===== config.mk =====
export PLATFORM = sky130hd
export DESIGN_NAME = square_draw_arbiter
export DESIGN_NICKNAME = d
export VERILOG_FILES = /design/src/rtl/draw_pkg.sv /design/src/rtl/rr_arbiter.sv /design/src/rtl/square_draw_arbiter.sv
export SDC_FILE = /design/constraint.sdc
export NUM_CORES = 1
export LEC_CHECK = 0
export BUFFER_PORTS_ARGS = -buffer_cell sky130_fd_sc_hd__buf_2
export CORE_AREA = 5 5 76 95
export DETAILED_ROUTE_END_ITERATION = 8
export DIE_AREA = 0 0 81 100
export PLACE_DENSITY_LB_ADDON = 0.2
export SLEW_MARGIN = 20
export SYNTH_ARGS = -nofsm -noshare
export SYNTH_HDL_FRONTEND = slang
export SYNTH_SLANG_ARGS = --single-unit

===== constraint.sdc =====
create_clock -name clk -period 4.95 [get_ports clk]
set_clock_uncertainty 0.1 [all_clocks]
set_input_delay 0.2475 -clock clk [delete_from_list [all_inputs] [get_ports clk]]
set_output_delay 0.2475 -clock clk [all_outputs]
set_load 0.02 [all_outputs]

===== src/rtl/draw_pkg.sv =====
// Shared widths, screen bounds, FSM states and square payload for the square draw arbiter.
package draw_pkg;

  localparam int unsigned X_W      = 8;
  localparam int unsigned Y_W      = 7;
  localparam int unsigned COL_W    = 3;
  localparam int unsigned SCREEN_W = 160;
  localparam int unsigned SCREEN_H = 120;

  localparam logic [COL_W-1:0] COLOUR_BLACK = 3'b000;

  typedef enum logic {
    IDLE = 1'b0,
    DRAW = 1'b1
  } state_e;

  // Operands of the square currently being plotted
  typedef struct packed {
    logic [X_W-1:0]   x;
    logic [Y_W-1:0]   y;
    logic [COL_W-1:0] colour;
  } square_t;

  function automatic logic on_screen(input logic [X_W-1:0] x, input logic [Y_W-1:0] y);
    return (x < X_W'(SCREEN_W)) && (y < Y_W'(SCREEN_H));
  endfunction

endpackage


===== src/rtl/rr_arbiter.sv =====
// Round-robin pick of the first pending request after the last grant; pointer moves on accept.
module rr_arbiter #(
  parameter int unsigned N_REQ = 4,
  localparam int unsigned IDX_W = (N_REQ > 1) ? $clog2(N_REQ) : 1
) (
  input  logic             clk,
  input  logic             resetn,
  input  logic [N_REQ-1:0] req,
  input  logic             accept,
  output logic [IDX_W-1:0] grant_idx_c,
  output logic             grant_valid_c
);

  logic [IDX_W-1:0] last;
  logic [IDX_W-1:0] cand;

  // Scan from farthest to nearest so the nearest pending requester after last wins
  always_comb begin
    grant_idx_c   = last;
    grant_valid_c = 1'b0;
    cand          = '0;
    for (int unsigned k = 0; k < N_REQ; k++) begin
      cand = IDX_W'((32'(last) + N_REQ - k) % N_REQ);
      if (req[cand]) begin
        grant_idx_c   = cand;
        grant_valid_c = 1'b1;
      end
    end
  end

  always_ff @(posedge clk) begin
    if (!resetn) begin
      last <= IDX_W'(N_REQ - 1);
    end else if (accept) begin
      last <= grant_idx_c;
    end
  end

endmodule


===== src/rtl/square_draw_arbiter.sv =====
// Shares one VGA plot port among N_REQ requesters, plotting one filled square per grant.
// Optional clipping to the visible screen is enabled by defining SQUARE_DRAW_ARB_CLIP_EN.
module square_draw_arbiter
  import draw_pkg::*;
#(
  parameter int unsigned N_REQ   = 4,
  parameter int unsigned SQ_LOG2 = 2
) (
  input  logic                   clk,
  input  logic                   resetn,
  input  logic [N_REQ-1:0]       req,
  input  logic [X_W*N_REQ-1:0]   req_x,
  input  logic [Y_W*N_REQ-1:0]   req_y,
  input  logic [COL_W*N_REQ-1:0] req_colour,
  input  logic [N_REQ-1:0]       req_erase,
  output logic [N_REQ-1:0]       ack,
  output logic [N_REQ-1:0]       done,
  output logic [X_W-1:0]         vga_x,
  output logic [Y_W-1:0]         vga_y,
  output logic [COL_W-1:0]       vga_colour,
  output logic                   plot,
  output logic                   busy
);

  localparam int unsigned IDX_W = (N_REQ > 1) ? $clog2(N_REQ) : 1;
  localparam int unsigned CNT_W = 2 * SQ_LOG2;
  localparam logic [CNT_W-1:0] LAST_PIX = '1;

  state_e state, state_next;

  logic [IDX_W-1:0] grant_idx_c;
  logic             grant_valid_c;
  logic             accept_c;
  logic [IDX_W-1:0] owner, owner_next;
  logic [CNT_W-1:0] cnt, cnt_next, pix_c;
  square_t          sq, sq_next, sel_c;

  logic [N_REQ-1:0] ack_next, done_next;
  logic [X_W-1:0]   x_next;
  logic [Y_W-1:0]   y_next;
  logic [COL_W-1:0] colour_next;
  logic             plot_next, busy_next;

  assign accept_c = (state == IDLE) && grant_valid_c;
  assign pix_c    = cnt + CNT_W'(1);

  rr_arbiter #(.N_REQ(N_REQ)) u_arb (
    .clk           (clk),
    .resetn        (resetn),
    .req           (req),
    .accept        (accept_c),
    .grant_idx_c   (grant_idx_c),
    .grant_valid_c (grant_valid_c)
  );

  // Operand mux for the requester being granted; erase overrides colour
  always_comb begin
    sel_c = '0;
    for (int unsigned i = 0; i < N_REQ; i++) begin
      if (IDX_W'(i) == grant_idx_c) begin
        sel_c.x      = req_x[i*X_W +: X_W];
        sel_c.y      = req_y[i*Y_W +: Y_W];
        sel_c.colour = req_erase[i] ? COLOUR_BLACK : req_colour[i*COL_W +: COL_W];
      end
    end
  end

  always_ff @(posedge clk) begin
    if (!resetn) begin
      state <= IDLE;
    end else begin
      state <= state_next;
    end
  end

  always_comb begin
    state_next = state;
    case (state)
      IDLE:    if (grant_valid_c) state_next = DRAW;
      DRAW:    if (cnt == LAST_PIX) state_next = IDLE;
      default: state_next = IDLE;
    endcase
  end

  // Next values of the registered outputs; the granting edge already emits pixel (0,0)
  always_comb begin
    ack_next    = '0;
    done_next   = '0;
    plot_next   = 1'b0;
    busy_next   = (state_next == DRAW);
    x_next      = vga_x;
    y_next      = vga_y;
    colour_next = vga_colour;
    cnt_next    = cnt;
    sq_next     = sq;
    owner_next  = owner;
    case (state)
      IDLE: begin
        if (grant_valid_c) begin
          sq_next               = sel_c;
          owner_next            = grant_idx_c;
          cnt_next              = '0;
          ack_next[grant_idx_c] = 1'b1;
          x_next                = sel_c.x;
          y_next                = sel_c.y;
          colour_next           = sel_c.colour;
          plot_next             = 1'b1;
        end
      end
      DRAW: begin
        if (cnt == LAST_PIX) begin
          done_next[owner] = 1'b1;
          cnt_next         = '0;
        end else begin
          cnt_next  = pix_c;
          x_next    = sq.x + X_W'(pix_c[SQ_LOG2-1:0]);
          y_next    = sq.y + Y_W'(pix_c[CNT_W-1:SQ_LOG2]);
          plot_next = 1'b1;
        end
      end
      default: ;
    endcase
`ifdef SQUARE_DRAW_ARB_CLIP_EN
    plot_next = plot_next && on_screen(x_next, y_next);
`else
    plot_next = plot_next;
`endif
  end

  always_ff @(posedge clk) begin
    if (!resetn) begin
      ack        <= '0;
      done       <= '0;
      plot       <= 1'b0;
      busy       <= 1'b0;
      vga_x      <= '0;
      vga_y      <= '0;
      vga_colour <= '0;
      cnt        <= '0;
      sq         <= '0;
      owner      <= '0;
    end else begin
      ack        <= ack_next;
      done       <= done_next;
      plot       <= plot_next;
      busy       <= busy_next;
      vga_x      <= x_next;
      vga_y      <= y_next;
      vga_colour <= colour_next;
      cnt        <= cnt_next;
      sq         <= sq_next;
      owner      <= owner_next;
    end
  end

endmodule


# [Yosys cells after proc, flatten, opt, wreduce, memory -nomap -nowiden]
# Index checks and enable logic that the tools add are counted.
[totals] word_cells=83 output_inout_bits=28 register_bits=50
[classes] bitwise_logic=3 n_eq_ne=6 n_mux=40 n_addsub=7 magnitude_cmp=8 n_reduce_logical=8
[op_table] cell="18-bit two-way mux" n=4
[op_table] cell="2-bit by 3-bit < comparator with 1-bit output (second input constant)" n=6
[op_table] cell="8-bit two-way mux" n=2
[op_table] cell="8-bit one-hot mux with 2 select lines" n=1
[op_table] cell="7-bit two-way mux" n=2
[op_table] cell="7-bit one-hot mux with 2 select lines" n=1
[op_table] cell="1-bit two-way mux" n=12
[op_table] cell="3-bit two-way mux" n=4
[op_table] cell="8-bit by 2-bit adder with 8-bit output" n=1
[op_table] cell="1-bit binary-select mux with 2-bit select" n=4
[op_table] cell="2-bit two-way mux" n=4
[op_table] cell="4-bit two-way mux" n=2
[op_table] cell="4-bit one-hot mux with 2 select lines" n=1
[op_table] cell="7-bit by 2-bit adder with 7-bit output" n=1
[op_table] cell="4-bit by 1-bit adder with 4-bit output (second input constant)" n=1
[op_table] cell="1-bit demux with 2-bit select" n=2
[op_table] cell="2-bit equality test (first input constant)" n=2
[op_table] cell="4-bit equality test (second input constant)" n=1
[op_table] cell="2-bit by 1-bit greater-or-equal comparator with 1-bit output (second input constant)" n=2
[op_table] cell="2-bit != test (second input constant)" n=2
[op_table] cell="2-bit AND reduction" n=2
[op_table] cell="2-bit subtractor (second input constant)" n=2
[op_table] cell="1-bit logical AND" n=3
[op_table] cell="1-bit NOT" n=3
[op_table] cell="other kinds (7)" n=7

# [Logic depth before layout (Yosys ltp)]
[logic_depth] depth_word=14 depth_mapped=10 depth_no_buf=10

# [Cells and area by module]
# From an unflattened synthesis, not the netlist that was laid out.
[unflattened] cells_unflattened=308 area_unflattened_um2=2756.4
[by_module_without_submodules] mod="square_draw_arbiter" seq_area_each_um2=960.9 area_each_um2=2568.7 cells_each=285 instances=1
[by_module_without_submodules] mod="rr_arbiter" seq_area_each_um2=40.0 area_each_um2=187.7 cells_each=23 instances=1

# [Least setup slack after synthesis]
# No wires, ideal clock.
[synth_timing] path_type="reg-to-reg" start="register cnt[0]" end="register vga_y[6]" synth_period_minus_slack_ps=2232 arrival_ps=2015 path_stages_with_launch=10 setup_slack_ps=2718 path_cell_list="dfxtp_1 -> ha_1 -> xor2_1 -> ha_1 -> inv_1 -> fa_1 -> nor3b_1 -> xnor2_1 -> a221oi_1 -> a32o_1"
[synth_between] elab_chain_cells=4 elab_cells_between_ends=7 cone_classes="add/sub: 2; eq/ne: 2; mux: 2; reduce/logical: 1"
[synth_rtl] element="from (decl)" line="square_draw_arbiter.sv:35" rtl="logic [CNT_W-1:0] cnt, cnt_next, pix_c;"
[synth_rtl] element="from (signal assigned)" line="square_draw_arbiter.sv:150" rtl="cnt <= cnt_next;"
[synth_rtl] element="4-bit by 1-bit adder with 4-bit output" line="square_draw_arbiter.sv:45" rtl="assign pix_c = cnt + CNT_W'(1);"
[synth_rtl] element="7-bit by 2-bit adder with 7-bit output" line="square_draw_arbiter.sv:117" rtl="y_next = sq.y + Y_W'(pix_c[CNT_W-1:SQ_LOG2]);"
[synth_rtl] element="7-bit two-way mux" line="square_draw_arbiter.sv:111" rtl="if (cnt == LAST_PIX) begin"
[synth_rtl] element="7-bit one-hot mux with 2 select lines" line="square_draw_arbiter.sv:97" rtl="case (state)"
[synth_rtl] element="to (signal assigned)" line="square_draw_arbiter.sv:148" rtl="vga_y <= y_next;"
[synth_rtl] element="to (decl)" line="square_draw_arbiter.sv:19" rtl="output logic [Y_W-1:0] vga_y,"
# Several ways; a longest one is shown, not always the timed one. The select of a mux whose other input is x is not followed.
# A chain may end at the register's enable or synchronous reset.

# [Worst setup path after layout]
[layout_timing] start="register u_arb.last[1]" end="register vga_x[4]"
[layout_between] elab_chain_cells=14 elab_cells_between_ends=32 cone_classes="add/sub: 4; eq/ne: 4; mux: 22; reduce/logical: 2"
[layout_rtl] element="from (decl)" line="rr_arbiter.sv:14" rtl="logic [IDX_W-1:0] last;"
[layout_rtl] element="from (signal assigned)" line="rr_arbiter.sv:33" rtl="last <= IDX_W'(N_REQ - 1);"
[layout_rtl] element="from (signal assigned)" line="rr_arbiter.sv:35" rtl="last <= grant_idx_c;"
[layout_rtl] element="2-bit by 1-bit adder with 2-bit output" line="rr_arbiter.sv:23" rtl="cand = IDX_W'((32'(last) + N_REQ - k) % N_REQ);"
[layout_rtl] element="2-bit by 1-bit subtractor with 2-bit output / 1-bit binary-select mux with 2-bit select (equally long branches)" line="rr_arbiter.sv:23, rr_arbiter.sv:24"
[layout_rtl] element="1-bit binary-select mux with 2-bit select / 1-bit two-way mux (equally long branches)" line="rr_arbiter.sv:24" rtl="if (req[cand]) begin"
[layout_rtl] element="1-bit two-way mux (not written as such) / 2-bit two-way mux (equally long branches)" line="rr_arbiter.sv:24"
[layout_rtl] element="2-bit two-way mux (3 in series)" line="rr_arbiter.sv:24"
[layout_rtl] element="2-bit zero test" line="square_draw_arbiter.sv:60" rtl="if (IDX_W'(i) == grant_idx_c) begin"
[layout_rtl] element="18-bit two-way mux (4 in series)" line="square_draw_arbiter.sv:60"
[layout_rtl] element="8-bit two-way mux" line="square_draw_arbiter.sv:99" rtl="if (grant_valid_c) begin"
[layout_rtl] element="8-bit one-hot mux with 2 select lines" line="square_draw_arbiter.sv:97"
[layout_rtl] element="to (signal assigned)" line="square_draw_arbiter.sv:147" rtl="vga_x <= x_next;"
[layout_rtl] element="to (decl)" line="square_draw_arbiter.sv:18" rtl="output logic [X_W-1:0] vga_x,"
# Several ways; a longest one is shown, not always the timed one. The select of a mux whose other input is x is not followed.

==> flow_summary.rst <==
.. list-table::
   :header-rows: 1

   * - Metric
     - Value
   * - Result of the run
     - completed
   * - Setup Buffers After CTS
     - 0
   * - Hold buffer count at CTS
     - 0
   * - Number of warnings issued by yosys
     - 0
   * - Share of final-layout standard cells stronger than drive strength 1
     - 0.319
   * - Critical Setup Path Class
     - register to register
   * - Vias in the first global route
     - about 2700
   * - Proportion of register bits with asynchronous set or reset after synthesis
     - 0
   * - Launching point of the worst reg2reg path
     - u_arb.last[1]
   * - Horizontal die dimension
     - 81 um
   * - Filler Cell Count
     - 620
   * - Post-synthesis instance area
     - 2880 um2
   * - Fmax
     - 0.373 GHz
   * - Number of sinks on the clock net
     - 50
   * - Setup slack on the worst flop-to-flop path
     - 2.27 ns
   * - Core area
     - 6170 um2
   * - Die Span Y
     - 100 um
   * - Root Buffer
     - clkbuf_8
   * - Number of cells produced by synthesis
     - 329
   * - Cell taking the most area after synthesis
     - dfxtp_1
   * - Cts bufs inserted
     - 5
   * - Count of final hold-check violations
     - 0
   * - DIE AREA
     - 8100 um2
   * - Clock transition time at the flip-flop clock pins of the worst setup and hold paths
     - 0.09 ns
   * - Mapped Avg Cell Area
     - around 8.8 um2
   * - Max-slew headroom
     - 0.390
   * - Number of synthesized flops with an enable pin
     - 0
   * - Overall routing resource usage
     - 0.188
   * - Most common flop cell mapped by yosys
     - dfxtp_1
   * - Residual DRC count
     - 0
   * - Post-synthesis to final-layout area growth
     - 22.6%
   * - Crit path launch type
     - register
   * - Vias
     - approximately 2800
   * - Number of routed nets with antenna violations
     - 0
   * - Syn Nets
     - approximately 420
   * - First-pass GRT wire length
     - 12.3 mm
   * - Max VDD drop
     - 0.000170 V
   * - Crit share post-route
     - 0.542
   * - Critical path endpoint
     - vga_x[4]
   * - Maximum number of pins on one net before global-route repair
     - 50
   * - Max-slew violations
     - 0
   * - Synth cell count leaders
     - dfxtp_1, o21ai_0, mux2i_1
   * - Worst path required time
     - 5.06 ns
   * - Tmin final
     - between 2 and 3 ns
   * - Share of synthesized area occupied by flip-flops and latches
     - 0.348
   * - Max-capacitance violation count
     - 0
   * - DR vias/cell
     - 5.43
   * - Smallest hold slack
     - 0.166 ns
   * - Clock Path Buffers
     - 2
   * - Delay contributed by the slowest stage of the critical path
     - 0.72 ns
   * - Leakage power summed over all cells
     - 1.66 nW
   * - Actual transition at the worst max-transition pin
     - 0.916 ns
   * - Number of instances resized during post-cts repair
     - 0
   * - Top-Level Pins
     - 110
   * - FF+latch count, synth
     - 50
   * - Number of buffers added on ports
     - 109
   * - Gpl congestion
     - about 0.8
   * - Source of the critical timing path
     - u_arb.last[1]
   * - Slowest-stage cell, CP
     - a221oi_4
   * - Initial core utilization
     - 0.467
   * - RSZ-0062 raised after global routing
     - false
   * - Distinct cell type count after synthesis
     - 48
   * - # H-tree levels
     - 2
   * - Number of antenna violations at the first check in global routing
     - 0
   * - Clock insertion delay at the later pin of the skew report
     - ~0.30 ns
   * - Power per standard cell area
     - 307 nW/um2
   * - Number of diodes added for antenna fixing
     - 0
   * - Worst hold-check path type
     - input pin to register
   * - Capturing point of the worst reg2reg path
     - vga_x[4]
   * - Critical Path End Type
     - register
   * - Share of the synthesized area in the top cell type
     - 0.348
   * - Total grt overflow
     - 0
   * - Setup TNS
     - 0 ns
   * - Worst r2r path cells
     - 6
   * - Detailed-router iteration count before antenna repair
     - 5
   * - Hpwl dp
     - 5.60 mm
   * - Data arrival time of the critical path
     - 2.80 ns
   * - Net total in the final layout
     - 514
   * - Most common cell in the netlist
     - dfxtp_1
   * - Detailed-route wire length
     - about 7.5 mm
   * - Max Fanout on Critical Path
     - 25
   * - Initial DRC Count
     - 148
   * - Detailed-route wire length per cell
     - 14.6 um
   * - CP cell instances
     - o22ai_1 -> a221oi_4 -> buf_4 -> mux2i_1 -> mux2_2 -> o31ai_1
   * - # setup viols final
     - 0
   * - Floorplan row count
     - 32
   * - Cells taking the most area after synthesis
     - dfxtp_1, mux2i_1, o21ai_0, mux2_2, nand3_1
   * - Clock tree from TritonCTS
     - yes
worst min path at each step:
| stage | cells past startpoint | end | slack (ns) | start |
|---|---|---|---|---|
| final | 3 | vga_colour[2] | 0.17 | req_colour[5] |
| after global routing | 3 | vga_colour[2] | 0.17 | req_colour[5] |
| after CTS | 3 | vga_colour[2] | 0.16 | req_colour[5] |
| after detailed placement | 1 | done[1] | 0.35 | owner[1] |
| after global placement | 1 | done[1] | 0.36 | owner[1] |
| after floorplan | 1 | done[1] | 0.33 | owner[1] |
registers in the layout, indices dropped and copies added (netlist names):
| register | cells |
|---|---|
| vga_x | 8 |
| u_arb.last | 2 |
| owner | 2 |
| done | 4 |
| ack | 4 |
| sq | 15 |
| vga_y | 7 |
| cnt | 4 |
| busy | 1 |
| vga_colour | 3 |
per-layer routing:
metal	up-vias	routed length [um]	part of all wire	GRT usage
li1	1393	-	-	-
met1	1307	2990	0.40	0.225
met2	68	3990	0.53	0.335
met3	8	393	0.053	0.0386
met4	0	102	0.014	0.0546
met5	-	0	0	0
cells in the final DEF, fill, tap and decap left out, drive strengths merged, types with 3 or more instances in the layout:
cell type,n
buf,112
dfxtp,50
o21ai,35
mux2i,29
nand3,21
nand2,21
a21oi,18
nor2,15
mux2,12
inv,11
xnor2,9
nor3b,7
clkbuf,7
nor2b,6
and3,5
ha,5
xor2,4
and2,4
nor3,4
a31oi,4
a22oi,4
o2bb2ai,4
nand2b,3
a21o,3
a32o,3
and3b,3
a222oi,3
a22o,3
a221oi,3
kinds of logic after synthesis:
| kind of cell | Yosys count | synth area share |
|---|---|---|
| buffers and inverters | 34 | 0.0578 |
| and+or+nand+nor | 93 | 0.167 |
| muxes | 41 | 0.148 |
| AOI/OAI and AO/OA | 91 | 0.205 |
| DFF | 50 | 0.348 |
| xor gates and xnor gates | 13 | 0.0395 |
| adders and majority gates | 7 | 0.0356 |
through the flow:
| stage | setup WS (ns) | utilization | total power [mW] | instance area, um2 | cells |
|---|---|---|---|---|---|
| 6_report | 2.27 | 0.573 | 1.09 | 3530 | 511 |
| 3_5_place_dp | 2.29 | 0.558 | 0.853 | 3440 | 503 |
| 5_1_grt | 2.09 | 0.573 | 1.16 | 3530 | 511 |
| 3_3_place_gp | 2.40 | 0.558 | 0.847 | 3440 | 503 |
| 2_1_floorplan | 2.72 | - | 0.751 | 2880 | 329 |
| 4_1_cts | 2.25 | 0.573 | 1.09 | 3530 | 511 |
power by group:
part           total, mW  internal [mW]  switching (mW)
logic              0.353          0.158           0.194
registers          0.488          0.450          0.0379
clock network      0.244          0.113           0.131
total               1.09          0.722           0.364
worst max-delay path: cells and delay by family, from the launching register on:
family	cells	cell delay [ns]
AOI/OAI and AO/OA	3	1.14
buffers and inverters	1	0.44
DFF	1	0.48
muxes	2	0.42
final cells by class:
class	instances	area, um2	share of cell area
Clock inverter	1	5.00	0.00142
Inverter	11	41.3	0.0117
Tap cell	85	106	0.0301
Multi-Input combinational cell	245	1720	0.488
Clock buffer	7	86.3	0.0244
Timing Repair Buffer	112	568	0.161
Sequential cell	50	1000	0.283
No activity file was read; power rests on OpenSTA's default activity.
